## config.mk

```make
export PLATFORM = sky130hd
export DESIGN_NAME = mem_arbiter_flat
export DESIGN_NICKNAME = d
export VERILOG_FILES = /design/src/rtl/mem_arbiter_pkg.sv /design/src/rtl/mem_arbiter_if.sv /design/src/rtl/mem_arbiter_pick.sv /design/src/rtl/mem_arbiter.sv /design/src/flat_wrapper.sv
export SDC_FILE = /design/constraint.sdc
export NUM_CORES = 1
export LEC_CHECK = 0
export BUFFER_PORTS_ARGS = -buffer_cell sky130_fd_sc_hd__clkbuf_2
export CAP_MARGIN = 25
export CORE_AREA = 2 2 149 151
export DETAILED_ROUTE_END_ITERATION = 16
export DIE_AREA = 0 0 151 153
export GPL_ROUTABILITY_DRIVEN = 0
export PLACE_DENSITY = 0.64
export SLEW_MARGIN = 20
export SYNTH_ARGS = -nofsm -noshare
export SYNTH_HDL_FRONTEND = slang
export SYNTH_SLANG_ARGS = --single-unit
```

## constraint.sdc

```tcl
create_clock -name clk -period 4.37 [get_ports clk]
set_clock_uncertainty 0.15 [all_clocks]
set_input_delay 0.437 -clock clk [delete_from_list [all_inputs] [get_ports clk]]
set_output_delay 0.437 -clock clk [all_outputs]
set_load 0.02 [all_outputs]
```

## src/rtl/mem_arbiter_pkg.sv

```systemverilog
// Shared types and default sizing for the I/D main-memory arbiter.
// Imported by the pick logic, the top level and the bench.
package mem_arb_def;

    localparam int ADDR_W_DEF   = 16;
    localparam int LINE_W_DEF   = 64;
    localparam int MAX_WAIT_DEF = 8;
    localparam int TIMEOUT_DEF  = 255;

    typedef enum logic [1:0] {
        IDLE,
        BUSY_I,
        BUSY_D,
        DONE
    } arb_state_t;

    typedef enum logic [1:0] {
        NONE   = 2'b00,
        I_SIDE = 2'b01,
        D_SIDE = 2'b10
    } owner_t;

    typedef struct packed {
        logic                  valid;
        logic                  rw;
        logic [ADDR_W_DEF-1:0] addr;
        logic [LINE_W_DEF-1:0] wdata;
    } arb_req_t;

endpackage

```

## src/rtl/mem_arbiter_if.sv

```systemverilog
// Cache-side and memory-side signals of the arbiter in one bundle.
// slave: the arbiter itself; master: caches plus memory model.
interface mem_arbiter_if #(
    parameter int ADDR_W = 16,
    parameter int LINE_W = 64
);

    logic              i_req_valid;
    logic [ADDR_W-1:0] i_req_addr;
    logic              d_req_valid;
    logic              d_req_rw;
    logic [ADDR_W-1:0] d_req_addr;
    logic [LINE_W-1:0] d_req_wdata;
    logic              i_ready;
    logic [LINE_W-1:0] i_rdata;
    logic              d_ready;
    logic [LINE_W-1:0] d_rdata;
    logic              mem_req_valid;
    logic              mem_req_rw;
    logic [ADDR_W-1:0] mem_req_addr;
    logic [LINE_W-1:0] mem_req_wdata;
    logic              mem_ready;
    logic [LINE_W-1:0] mem_rdata;
    logic [1:0]        owner;
    logic              timeout_err;

    modport slave (
        input  i_req_valid, i_req_addr,
        input  d_req_valid, d_req_rw, d_req_addr, d_req_wdata,
        input  mem_ready, mem_rdata,
        output i_ready, i_rdata, d_ready, d_rdata,
        output mem_req_valid, mem_req_rw, mem_req_addr, mem_req_wdata,
        output owner, timeout_err
    );

    modport master (
        output i_req_valid, i_req_addr,
        output d_req_valid, d_req_rw, d_req_addr, d_req_wdata,
        output mem_ready, mem_rdata,
        input  i_ready, i_rdata, d_ready, d_rdata,
        input  mem_req_valid, mem_req_rw, mem_req_addr, mem_req_wdata,
        input  owner, timeout_err
    );

endinterface

```

## src/rtl/mem_arbiter_pick.sv

```systemverilog
// Winner selection between I and D requesters with an I-side
// starvation counter that overrides the fixed D priority.
module mem_arb_pick
    import mem_arb_def::*;
#(
    parameter int MAX_WAIT = MAX_WAIT_DEF
) (
    input  logic clk,
    input  logic rst,
    input  logic i_valid_i,
    input  logic d_valid_i,
    input  logic in_busy_i_i,
    input  logic take_i_i,
    output logic pick_i_o,
    output logic pick_d_o
);

    localparam int WW = $clog2(MAX_WAIT + 1);

    logic [WW-1:0] wait_cnt_q;
    logic [WW-1:0] wait_cnt_d;
    logic          starved;

    assign starved  = wait_cnt_q >= WW'(MAX_WAIT);
    assign pick_d_o = d_valid_i && !(i_valid_i && starved);
    assign pick_i_o = i_valid_i && !pick_d_o;

    // Counts every cycle the I-side is kept waiting; saturates.
    always_comb begin
        wait_cnt_d = wait_cnt_q;
        if (take_i_i) begin
            wait_cnt_d = '0;
        end else if (i_valid_i && !in_busy_i_i && !starved) begin
            wait_cnt_d = wait_cnt_q + 1'b1;
        end
    end

    always_ff @(posedge clk or posedge rst) begin
        if (rst) begin
            wait_cnt_q <= '0;
        end else begin
            wait_cnt_q <= wait_cnt_d;
        end
    end

endmodule

```

## src/rtl/mem_arbiter.sv

```systemverilog
// Serialises I-cache fills and D-cache fills/write-backs onto one
// memory port and steers the completion back to the owner.
module mem_arbiter
    import mem_arb_def::*;
#(
    parameter int ADDR_W   = ADDR_W_DEF,
    parameter int LINE_W   = LINE_W_DEF,
    parameter int MAX_WAIT = MAX_WAIT_DEF,
    parameter int TIMEOUT  = TIMEOUT_DEF
) (
    input logic          clk,
    input logic          rst,
    mem_arbiter_if.slave bus
);

    localparam int CW = $clog2(TIMEOUT + 1);

    arb_state_t    state_q;
    owner_t        owner_q;
    arb_req_t      req_q;
    logic [CW-1:0] busy_cnt_q;
    logic [CW-1:0] busy_cnt_d;
    logic          err_q;
    logic          err_d;
    logic          pick_i;
    logic          pick_d;
    logic          idle;
    logic          busy;

    assign idle = state_q == IDLE;
    assign busy = (state_q == BUSY_I) || (state_q == BUSY_D);

    mem_arb_pick #(
        .MAX_WAIT(MAX_WAIT)
    ) u_pick (
        .clk        (clk),
        .rst        (rst),
        .i_valid_i  (bus.i_req_valid),
        .d_valid_i  (bus.d_req_valid),
        .in_busy_i_i(state_q == BUSY_I),
        .take_i_i   (idle && pick_i),
        .pick_i_o   (pick_i),
        .pick_d_o   (pick_d)
    );

    // Timeout only flags the problem; the transfer keeps waiting.
    always_comb begin
        busy_cnt_d = '0;
        err_d      = err_q;
        if (busy && !bus.mem_ready) begin
            busy_cnt_d = (busy_cnt_q == CW'(TIMEOUT)) ? busy_cnt_q
                                                      : busy_cnt_q + 1'b1;
            if (busy_cnt_d == CW'(TIMEOUT)) begin
                err_d = 1'b1;
            end
        end
    end

    always_ff @(posedge clk or posedge rst) begin
        if (rst) begin
            state_q    <= IDLE;
            owner_q    <= NONE;
            req_q      <= '0;
            busy_cnt_q <= '0;
            err_q      <= 1'b0;
        end else begin
            busy_cnt_q <= busy_cnt_d;
            err_q      <= err_d;
            unique case (state_q)
                IDLE: begin
                    if (pick_d) begin
                        state_q     <= BUSY_D;
                        owner_q     <= D_SIDE;
                        req_q.valid <= 1'b1;
                        req_q.rw    <= bus.d_req_rw;
                        req_q.addr  <= bus.d_req_addr;
                        req_q.wdata <= bus.d_req_wdata;
                    end else if (pick_i) begin
                        state_q     <= BUSY_I;
                        owner_q     <= I_SIDE;
                        req_q.valid <= 1'b1;
                        req_q.rw    <= 1'b0;
                        req_q.addr  <= bus.i_req_addr;
                        req_q.wdata <= '0;
                    end
                end
                BUSY_I, BUSY_D: begin
                    if (bus.mem_ready) begin
                        state_q <= DONE;
                        owner_q <= NONE;
                        req_q   <= '0;
                    end
                end
                DONE: begin
                    state_q <= IDLE;
                end
                default: begin
                    state_q <= IDLE;
                end
            endcase
        end
    end

    assign bus.mem_req_valid = req_q.valid;
    assign bus.mem_req_rw    = req_q.rw;
    assign bus.mem_req_addr  = req_q.addr;
    assign bus.mem_req_wdata = req_q.wdata;
    assign bus.owner         = owner_q;
    assign bus.timeout_err   = err_q;

    assign bus.i_ready = (state_q == BUSY_I) && bus.mem_ready;
    assign bus.d_ready = (state_q == BUSY_D) && bus.mem_ready;
    assign bus.i_rdata = bus.i_ready ? bus.mem_rdata : '0;
    assign bus.d_rdata = bus.d_ready ? bus.mem_rdata : '0;

endmodule

```

## src/flat_wrapper.sv

```systemverilog
// flat-port wrapper written by rule: the top's interface ports become plain ports
module mem_arbiter_flat import mem_arb_def::*;
#(
    parameter int ADDR_W   = ADDR_W_DEF,
    parameter int LINE_W   = LINE_W_DEF,
    parameter int MAX_WAIT = MAX_WAIT_DEF,
    parameter int TIMEOUT  = TIMEOUT_DEF
)
  (clk, rst, bus_i_req_valid, bus_i_req_addr, bus_d_req_valid, bus_d_req_rw, bus_d_req_addr, bus_d_req_wdata, bus_mem_ready, bus_mem_rdata, bus_i_ready, bus_i_rdata, bus_d_ready, bus_d_rdata, bus_mem_req_valid, bus_mem_req_rw, bus_mem_req_addr, bus_mem_req_wdata, bus_owner, bus_timeout_err);
  mem_arbiter_if #(.ADDR_W(ADDR_W), .LINE_W(LINE_W)) bus_i ();
  input logic clk;
  input logic rst;
  input wire logic [$bits(bus_i.i_req_valid)-1:0] bus_i_req_valid;
  input wire logic [$bits(bus_i.i_req_addr)-1:0] bus_i_req_addr;
  input wire logic [$bits(bus_i.d_req_valid)-1:0] bus_d_req_valid;
  input wire logic [$bits(bus_i.d_req_rw)-1:0] bus_d_req_rw;
  input wire logic [$bits(bus_i.d_req_addr)-1:0] bus_d_req_addr;
  input wire logic [$bits(bus_i.d_req_wdata)-1:0] bus_d_req_wdata;
  input wire logic [$bits(bus_i.mem_ready)-1:0] bus_mem_ready;
  input wire logic [$bits(bus_i.mem_rdata)-1:0] bus_mem_rdata;
  output wire logic [$bits(bus_i.i_ready)-1:0] bus_i_ready;
  output wire logic [$bits(bus_i.i_rdata)-1:0] bus_i_rdata;
  output wire logic [$bits(bus_i.d_ready)-1:0] bus_d_ready;
  output wire logic [$bits(bus_i.d_rdata)-1:0] bus_d_rdata;
  output wire logic [$bits(bus_i.mem_req_valid)-1:0] bus_mem_req_valid;
  output wire logic [$bits(bus_i.mem_req_rw)-1:0] bus_mem_req_rw;
  output wire logic [$bits(bus_i.mem_req_addr)-1:0] bus_mem_req_addr;
  output wire logic [$bits(bus_i.mem_req_wdata)-1:0] bus_mem_req_wdata;
  output wire logic [$bits(bus_i.owner)-1:0] bus_owner;
  output wire logic [$bits(bus_i.timeout_err)-1:0] bus_timeout_err;
  assign bus_i.i_req_valid = bus_i_req_valid;
  assign bus_i.i_req_addr = bus_i_req_addr;
  assign bus_i.d_req_valid = bus_d_req_valid;
  assign bus_i.d_req_rw = bus_d_req_rw;
  assign bus_i.d_req_addr = bus_d_req_addr;
  assign bus_i.d_req_wdata = bus_d_req_wdata;
  assign bus_i.mem_ready = bus_mem_ready;
  assign bus_i.mem_rdata = bus_mem_rdata;
  assign bus_i_ready = bus_i.i_ready;
  assign bus_i_rdata = bus_i.i_rdata;
  assign bus_d_ready = bus_i.d_ready;
  assign bus_d_rdata = bus_i.d_rdata;
  assign bus_mem_req_valid = bus_i.mem_req_valid;
  assign bus_mem_req_rw = bus_i.mem_req_rw;
  assign bus_mem_req_addr = bus_i.mem_req_addr;
  assign bus_mem_req_wdata = bus_i.mem_req_wdata;
  assign bus_owner = bus_i.owner;
  assign bus_timeout_err = bus_i.timeout_err;
  mem_arbiter #(.ADDR_W(ADDR_W), .LINE_W(LINE_W), .MAX_WAIT(MAX_WAIT), .TIMEOUT(TIMEOUT)) u_core (.clk(clk), .rst(rst), .bus(bus_i));
endmodule
```

==> flow_summary.yaml, run 1 <==
status:
  status: "finished, final reports clean"
grt:
  grt_max_degree: 134
  grt_pass1_wl_um: 28900
  antenna_found_initial: 6
  grt_pass1_vias: 4842
  grt_use_total_pct: 16.2
  overflow: 0
logic_synthesis:
  synthXorXnorAreaFrac_pct: 0.525
  synth_cell_types: 38
  synth_top_family_by_area: "simple AND/OR/NAND/NOR gates"
  synthSimpleGateAreaFrac_pct: 22.0
  async_flop_share_pct: 100
  syn_area_sq_um: 5000
  ys_ff_latch: 99
  synth-edff-count: 0
  synth_mux_area_share_pct: 3.60
  synth-compound-area-share_pct: 17.8
  synth_top_area_share_pct: 49.5
  synthAdderAreaFrac_pct: 1.75
  yosys_warnings: 0
  ys.flop_type: "dfrtp_1"
  synth.largest_area_cell: "dfrtp_1"
  synth_seq_area_share_pct: 49.5
  syn-num-nets: 651
  synth_area_leaders: "dfrtp_1, and3_1, a22o_1"
  synth_cells: 478
  avgSynthCellArea_sq_um: 10.5
drt:
  drtIter0Drc: 321
  ant_nets: 0
  drc: 0
  top_layer: "met5"
  met2WireLength_um: 8940
  wl_um: 19400
  viasPerCell: 4.61
  wl_per_cell_um: 17.3
  wl_met3_um: 1630
  vias: 5150
  drt-pass1-iter-count: 4
  wl_met1_um: 8530
floorplanning:
  core_area_sq_um: 21500
  die-height_um: 153
  initial_core_util_pct: 23.3
  dieArea_sq_um: 23100
  io_pins: 381
  num_rows: 54
  die_width_um: 151
clock_tree:
  cts_hold_buffers: 0
  postCtsSetupBuffers: 0
  clock-sinks: 99
  clk_latency_ns: 0.34
  cts_root_buf: "clkbuf_16"
  cts_made_buffers: 9
  cts_tree: "yes"
  cts.htree.levels: 3
  cts.clk_slew.worst_paths_ns: 0.07
  clockBufferDepth: 2
  cts_resized: 0
sta:
  drv_slew: 0
  min_period_ns: 2.71
  setup_violations: 0
  tightest_slew_ns: 0.864
  period_share_pct: 62.1
  fmax_mhz: 369
  finalHoldViolations: 0
  setup-tns-final_ns: 0
  rsz0062_at_grt: "false"
  relSlewSlack_pct: 42.4
min_path:
  hp-class: "primary input to flip-flop"
pwr:
  intPower_mw: 2.67
  power_frac_clock_pct: 14.9
  combPwrFrac_pct: 54.3
  p_leak_nw: 4.56
  ir_drop_mv: 0.336
  p_seq_share_pct: 30.8
  swShare_pct: 47.4
  powerDensity_nw_per_um2: 683
  p_sw_mw: 2.41
setup_path:
  required_ns: 4.49
  worst-path-max-fanout: 70
  crit_arrival_ns: 2.84
  start_kind: "flip-flop"
  critical_path_class: "flip-flop to flip-flop"
  critPathCaptureType: "flip-flop"
final_layout:
  multi_input_area_sq_um: 2290
  layout-drive-gt1-share_pct: 50.0
  area_growth_pct: 48.6
  filler_cell_count: 2256
  design_area_sq_um: 7430
  seq_area_sq_um: 2480
  nets: 1002
placement:
  post_dp_cell_area_sq_um: 7110
  hpwl_um: 14800
  portBuffers: 380
flow_run:
  drv_cap: 0
[worst paths after layout]
| kind | startpoint | to | slack [ns] | depth (start not counted) |
|---|---|---|---|---|
| min in group asynchronous | rst | u_core.bus.mem_req_wdata[11] | 0.47 | 3 |
| max in group asynchronous | rst | u_core.busy_cnt_q[7] | 2.95 | 4 |
| hold reg to reg | u_core.bus.mem_req_addr[9] | u_core.bus.mem_req_addr[9] | 0.33 | 2 |
| setup reg to reg | u_core.state_q[1] | u_core.bus.mem_req_wdata[3] | 1.66 | 6 |
| hold / removal | bus_d_req_wdata[49] | u_core.bus.mem_req_wdata[49] | 0.15 | 2 |
| setup / recovery | u_core.state_q[1] | u_core.bus.mem_req_wdata[3] | 1.66 | 6 |
[worst max-delay path, stage by stage, from the launching register on]
cell and delay [ns]:
dfrtp_1 0.41, inv_1 0.13, ha_1 0.27, nor3b_1 0.24
or3_4 0.67, buf_4 0.47, a22o_1 0.22
[final cells by class]
cell class	count	area share [%]
clock inverter	5	0.471
clock buffer	11	3.26
multi-input combinational	322	30.8
tap	280	4.71
antenna	3	0.101
sequential	99	33.3
timing repair buffer	390	26.9
inverter	7	0.387
[layer usage]
layer  track usage, %  up-vias
met5                0        -
met4             3.20        4
met3             5.55       19
met2             23.9      181
met1             22.9     2474
li1                 -     2472
[cells in the mapped netlist, drive strengths merged, types with 3 or more instances]
library cell	n
o31ai	18
mux2i	18
buf	15
o21ai	4
nand2	25
a22o	66
nor2	9
a21oi	9
clkbuf	35
and2	6
nor3b	3
dfrtp	99
ha	7
and3	133
inv	7
[registers in the layout (all words and copies together), names as in the netlist]
signal,cells
u_core.bus.mem_req_rw,1
u_core.bus.mem_req_addr,16
u_core.bus.mem_req_valid,1
u_core.bus.mem_req_wdata,64
u_core.bus.owner,2
u_core.state_q,2
u_core.u_pick.wait_cnt_q,4
u_core.busy_cnt_q,8
u_core.bus.timeout_err,1
[layout by cell type (no fill, tap or decap), types with 3 or more instances in the layout]
cell       synthesis  layout
and3_1           133     133
a22o_1            66      66
a21oi_1            9       9
buf_4              1       8
clkbuf_16          0       9
nor2_1             9       9
o21ai_0            3       3
o31ai_2            9       9
clkbuf_2           0     380
and2_1             6       6
nor3b_1            3       3
inv_1              7       6
diode_2            0       3
nand2_1           25      25
ha_1               7       7
dfrtp_1           99      99
mux2i_1           18      18
o31ai_1            9       9
[cells by family after synthesis]
logic type,count (synthesis)
buf+inv,57
xor+xnor,3
simple gates,188
flops,99
fa+ha+maj,7
mux,18
compound gates,106
[stage by stage]
stage | hold WS, ns | setup slack [ns] | utilization, % | total power, mW | std cells
final | 0.153 | 1.66 | 34.6 | 5.07 | 1117
after global placement | 0.310 | 1.83 | 33.1 | 4.30 | 1096
after floorplan | 0.321 | 1.19 | - | 3.41 | 478
after global routing | 0.137 | 1.46 | 34.6 | 5.42 | 1115
after CTS | 0.139 | 1.67 | 34.4 | 5.14 | 1112
after detailed placement | 0.322 | 1.69 | 33.1 | 4.35 | 1096
[power by group through the flow]
stage               Clock, mW  Sequential (mW)  Combinational, mW
floorplan                   0             1.98               1.43
global placement            0             1.57               2.73
detailed placement          0             1.57               2.78
CTS                     0.793             1.56               2.78
global route            0.828             1.62               2.97
finish                  0.758             1.56               2.75
Power figures use the tool's default switching activity.
==> inputs of run 2 (changes only) <==
--- a/config.mk
+++ b/config.mk
@@ -7,11 +7,11 @@
 export LEC_CHECK = 0
 export BUFFER_PORTS_ARGS = -buffer_cell sky130_fd_sc_hd__clkbuf_2
 export CAP_MARGIN = 25
-export CORE_AREA = 2 2 149 151
+export CORE_AREA = 2 2 147 149
 export DETAILED_ROUTE_END_ITERATION = 16
-export DIE_AREA = 0 0 151 153
+export DIE_AREA = 0 0 149 151
 export GPL_ROUTABILITY_DRIVEN = 0
-export PLACE_DENSITY = 0.64
+export PLACE_DENSITY = 0.67
 export SLEW_MARGIN = 20
 export SYNTH_ARGS = -nofsm -noshare
 export SYNTH_HDL_FRONTEND = slang
==> constraint.sdc (replaced) <==
create_clock -name clk -period 2.3 [get_ports clk]
set_clock_uncertainty 0.15 [all_clocks]
set_input_delay 0.23 -clock clk [delete_from_list [all_inputs] [get_ports clk]]
set_output_delay 0.23 -clock clk [all_outputs]
set_load 0.02 [all_outputs]
==> flow_summary.yaml, run 2 (synthesis results as in run 1) <==
setup_path:
  r2r_end: "u_core.bus.mem_req_wdata[23]"
  reg2reg_from: "u_core.state_q[0]"
  required_ns: 2.38
  critical_path.endpoint: "u_core.bus.mem_req_wdata[23]"
  critical_path_class: "flip-flop to flip-flop"
  critPathSlowestCell: "dfrtp_1"
  crit_arrival_ns: 2.31
  worst-path-max-fanout: 78
  crit_buf_inv: 2
  r2r_cells: 6
  critPathCaptureType: "flip-flop"
  slowest_delay_ns: 0.39
  start_kind: "flip-flop"
  crit_family: "simple AND/OR/NAND/NOR gates"
  ff2ff_setup_slack_ns: 0.07
  path_cells: "inv_1, ha_1, nor2b_2, or3_4, buf_12, a22o_1"
  cp.depth: 6
  critical_path.startpoint: "u_core.state_q[0]"
clock_tree:
  cts_made_buffers: 9
  clockBufferDepth: 2
  cts.clk_slew.worst_paths_ns: 0.07
  cts_tree: "yes"
  clk_latency_ns: 0.36
  cts_resized: 0
  cts.htree.levels: 3
  clock-sinks: 99
  cts_root_buf: "clkbuf_16"
floorplanning:
  die_width_um: 149
  num_rows: 53
  die-height_um: 151
  initial_core_util_pct: 24.0
  core_area_sq_um: 20800
  io_pins: 381
  dieArea_sq_um: 22500
grt:
  grt_pass1_vias: 5180
  grt_max_degree: 84
  grt_pass1_wl_um: 29300
  antenna_found_initial: 5
  grt_use_total_pct: 16.8
  overflow: 0
sta:
  fmax_mhz: 448
  period_share_pct: 97.0
  setup_violations: 0
  relSlewSlack_pct: 62.3
  rsz0062_at_grt: "false"
  min_period_ns: 2.23
  drv_slew: 0
  setup-tns-final_ns: 0
  tightest_slew_ns: 0.564
  finalHoldViolations: 0
final_layout:
  final_common_cell: "clkbuf_2"
  largest_reg_flops: 64
  layout-drive-gt1-share_pct: 46.7
  finish.utilization_pct: 39.4
  most-common-layout-cells: "clkbuf_2, and3_1, dfrtp_1, a22o_1, dlygate4sd3_1"
  area_growth_pct: 64.1
  seq_area_sq_um: 2480
  multi_input_area_sq_um: 2290
  design_area_sq_um: 8210
  filler_cell_count: 2074
  nets: 1071
drt:
  viasPerCell: 4.56
  ant_nets: 0
  wl_per_cell_um: 16.9
  drtIter0Drc: 397
  drc: 0
  drt-pass1-iter-count: 4
  vias: 5383
  wl_um: 20000
placement:
  hpwl_um: 14500
  post_dp_cell_area_sq_um: 7220
  portBuffers: 380
min_path:
  hp-class: "primary input to flip-flop"
flow_run:
  drv_cap: 0
pwr:
  p_leak_nw: 4.89
  powerDensity_nw_per_um2: 1230
  ir_drop_mv: 0.962
status:
  status: "finished, final reports clean"
[run 2: changes by cell type in the layout (fill, tap and decap cells not counted), sizes merged]
cell	change
bufinv	+1
dlygate4sd3	+65
clkbuf	-1
buf	+4
[run 2: cell type report]
| class | instances | area share, % |
|---|---|---|
| multi-input combinational | 322 | 27.9 |
| clock buffer | 10 | 2.91 |
| sequential | 99 | 30.2 |
| timing repair buffer | 459 | 33.5 |
| antenna | 3 | 0.0914 |
| tap | 275 | 4.19 |
| inverter | 7 | 0.366 |
| clock inverter | 6 | 0.854 |
[run 2: worst min-delay path by stage]
stage	slack, ns	cells after the start	end	start
after floorplan	0.21	1	u_core.bus.mem_req_wdata[39]	bus_d_req_wdata[39]
after global placement	0.16	2	u_core.bus.mem_req_wdata[30]	rst
after detailed placement	0.16	2	u_core.bus.mem_req_wdata[25]	rst
after CTS	0.02	3	u_core.bus.mem_req_addr[8]	bus_d_req_addr[8]
after global routing	0.04	3	u_core.bus.mem_req_addr[8]	bus_d_req_addr[8]
final	0.03	3	u_core.bus.mem_req_addr[8]	bus_d_req_addr[8]
[run 2: worst reg2reg max path, delay by kind of cell (launching register included)]
family                   cells  cell delay [ns]
AND/OR/NAND/NOR              2             0.57
flip-flops                   1             0.39
AO/OA/AOI/OAI                1             0.36
adder cells (fa/ha/maj)      1             0.34
buffers and inverters        2             0.28
[run 2: through the flow]
stage          power (mW)  hold slack [ns]  setup slack [ns]  cells
2_1_floorplan        6.47            0.213             0.210    478
3_3_place_gp         8.29            0.156             0.184   1095
3_5_place_dp         8.39            0.163             0.150   1095
4_1_cts              10.1           0.0180            0.0785   1177
5_1_grt              10.7           0.0351           0.00834   1179
6_report             10.1           0.0295            0.0690   1181
[run 2: metal layers]
layer	share of wire (%)	routed length (um)	GRT usage [%]
met1	43	8510	21.6
met2	48	9650	26.6
met3	7.5	1500	6.02
met4	1.6	312	4.67
met5	0.14	27	0
[run 2: timing repair]
action | in CTS | in global routing
setup buffers | 0 | 1
endpoints found under the hold margin | 87 | 0
hold buffers | 66 | 0
endpoints found under the setup margin | 0 | 1
[run 2: power breakdown]
part / internal, mW / total, mW / switching [mW]
combinational: 2.01 / 5.52 / 3.50
clock: 0.885 / 1.59 / 0.704
sequential: 2.50 / 2.96 / 0.457
total: 5.40 / 10.1 / 4.67
==> inputs of run 3 (changes only) <==
--- a/config.mk
+++ b/config.mk
@@ -5,13 +5,13 @@
 export SDC_FILE = /design/constraint.sdc
 export NUM_CORES = 1
 export LEC_CHECK = 0
-export BUFFER_PORTS_ARGS = -buffer_cell sky130_fd_sc_hd__clkbuf_2
+export BUFFER_PORTS_ARGS = -buffer_cell sky130_fd_sc_hd__buf_2
 export CAP_MARGIN = 25
-export CORE_AREA = 2 2 147 149
+export CORE_AREA = 2 2 149 151
 export DETAILED_ROUTE_END_ITERATION = 16
-export DIE_AREA = 0 0 149 151
+export DIE_AREA = 0 0 151 153
 export GPL_ROUTABILITY_DRIVEN = 0
-export PLACE_DENSITY = 0.67
+export PLACE_DENSITY = 0.64
 export SLEW_MARGIN = 20
 export SYNTH_ARGS = -nofsm -noshare
 export SYNTH_HDL_FRONTEND = slang
==> constraint.sdc (replaced) <==
create_clock -name clk -period 2.4 [get_ports clk]
set_clock_uncertainty 0.15 [all_clocks]
set_input_delay 0.24 -clock clk [delete_from_list [all_inputs] [get_ports clk]]
set_output_delay 0.24 -clock clk [all_outputs]
set_load 0.02 [all_outputs]
==> flow_summary.yaml, run 3 (synthesis results as in run 1) <==
grt:
  overflow: 0
  grt_pass1_wl_um: 29700
  grt_use_total_pct: 16.3
  antenna_found_initial: 8
  grt_max_degree: 81
  grt_pass1_vias: 5132
sta:
  rsz0062_at_grt: "false"
  tightest_slew_ns: 0.561
  setup-tns-final_ns: 0
  period_share_pct: 93.3
  min_period_ns: 2.24
  fmax_mhz: 447
  setup_violations: 0
  hold_slack_ns: 0.00820
  finalHoldViolations: 0
  relSlewSlack_pct: 62.6
  drv_slew: 0
  worst_slack_ns: 0.162
drt:
  vias: 5434
  viasPerCell: 4.58
  drt-pass1-iter-count: 4
  drtIter0Drc: 373
  wl_um: 19900
  drc: 0
  wl_per_cell_um: 16.7
  ant_nets: 0
setup_path:
  crit_arrival_ns: 2.30
  worst-path-max-fanout: 63
  start_kind: "flip-flop"
  critPathCaptureType: "flip-flop"
  required_ns: 2.47
  critical_path_class: "flip-flop to flip-flop"
floorplanning:
  die_width_um: 151
  die-height_um: 153
  io_pins: 381
  core_area_sq_um: 21500
  initial_core_util_pct: 23.3
  num_rows: 54
  dieArea_sq_um: 23100
final_layout:
  most-common-layout-cells: "buf_2, and3_1, dfrtp_1, a22o_1, dlygate4sd3_1"
  layout-drive-gt1-share_pct: 46.7
  area_growth_pct: 62.9
  finish.utilization_pct: 37.9
  largest_reg_flops: 64
  final_common_cell: "buf_2"
  nets: 1069
clock_tree:
  clockBufferDepth: 2
  cts_root_buf: "clkbuf_16"
  cts.clk_slew.worst_paths_ns: 0.07
  cts_made_buffers: 9
  cts_tree: "yes"
  clock-sinks: 99
  cts.htree.levels: 3
  clk_latency_ns: 0.33
min_path:
  hp-class: "primary input to flip-flop"
pwr:
  ir_drop_mv: 0.545
  total_power_mw: 9.46
  powerDensity_nw_per_um2: 1160
  p_leak_nw: 4.96
flow_run:
  drv_cap: 0
status:
  status: "finished, final reports clean"
placement:
  portBuffers: 380
  pre_cts_ws_ns: 0.204
  hpwl_um: 14800
## run 3: cell count changes in the layout (fill, tap and decap cells not counted), moves of 2 or more
cell	before	now
inv_6	3	1
clkbuf_2	380	0
clkinvlp_4	1	3
buf_2	0	380
buf_12	7	5
diode_2	3	6
## run 3: worst paths after layout
| path | startpoint | to | slack (ns) | cells after the start |
|---|---|---|---|---|
| max in group asynchronous | rst | u_core.bus.mem_req_rw | 1.06 | 4 |
| min in group asynchronous | rst | u_core.bus.mem_req_wdata[32] | 0.34 | 3 |
| worst min register to register | u_core.bus.mem_req_addr[9] | u_core.bus.mem_req_addr[9] | 0.32 | 2 |
| worst max-delay path | u_core.state_q[0] | u_core.bus.mem_req_wdata[41] | 0.16 | 6 |
| worst max register to register | u_core.state_q[0] | u_core.bus.mem_req_wdata[41] | 0.16 | 6 |
| worst min-delay path | bus_d_req_wdata[37] | u_core.bus.mem_req_wdata[37] | 0.008 | 2 |
## run 3: critical path, stage by stage, from the launching register on
cell	delay [ns]
dfrtp_1	0.40
inv_1	0.09
ha_1	0.30
nor2b_2	0.18
or3_4	0.44
buf_12	0.22
a22o_1	0.28
## run 3: area by class of cell
type / count / area [sq um]
fill: 2181 / 13300
timing repair buffer: 457 / 2710
sequential: 99 / 2480
multi-input combinational: 322 / 2290
tap: 280 / 350
clock buffer: 10 / 239
clock inverter: 5 / 37.5
inverter: 7 / 30.0
antenna: 6 / 15.0
## run 3: what timing repair did
action,4_1_cts,5_1_grt
endpoints found under the hold margin,85,0
resized for setup,0,0
buffers inserted,0,0
hold buffers,65,0
## run 3: layer usage
| layer | track usage (%) | part of all wire [%] |
|---|---|---|
| met1 | 21.7 | 44 |
| met2 | 25.8 | 47 |
| met3 | 5.25 | 7.3 |
| met4 | 3.60 | 1.4 |
| met5 | 0 | 0.14 |
## run 3: power by group
part | switching, mW | internal [mW] | leakage (nW)
registers | 0.432 | 2.40 | 1.30
clock network | 0.647 | 0.731 | 0.131
logic | 3.32 | 1.93 | 3.53
total | 4.40 | 5.06 | 4.96
## run 3: per-stage QoR
| step | instance area [sq um] | cells |
|---|---|---|
| after floorplan | 5010 | 478 |
| after global placement | 7210 | 1100 |
| after detailed placement | 7210 | 1100 |
| after CTS | 8130 | 1180 |
| after global routing | 8130 | 1180 |
| final | 8150 | 1186 |
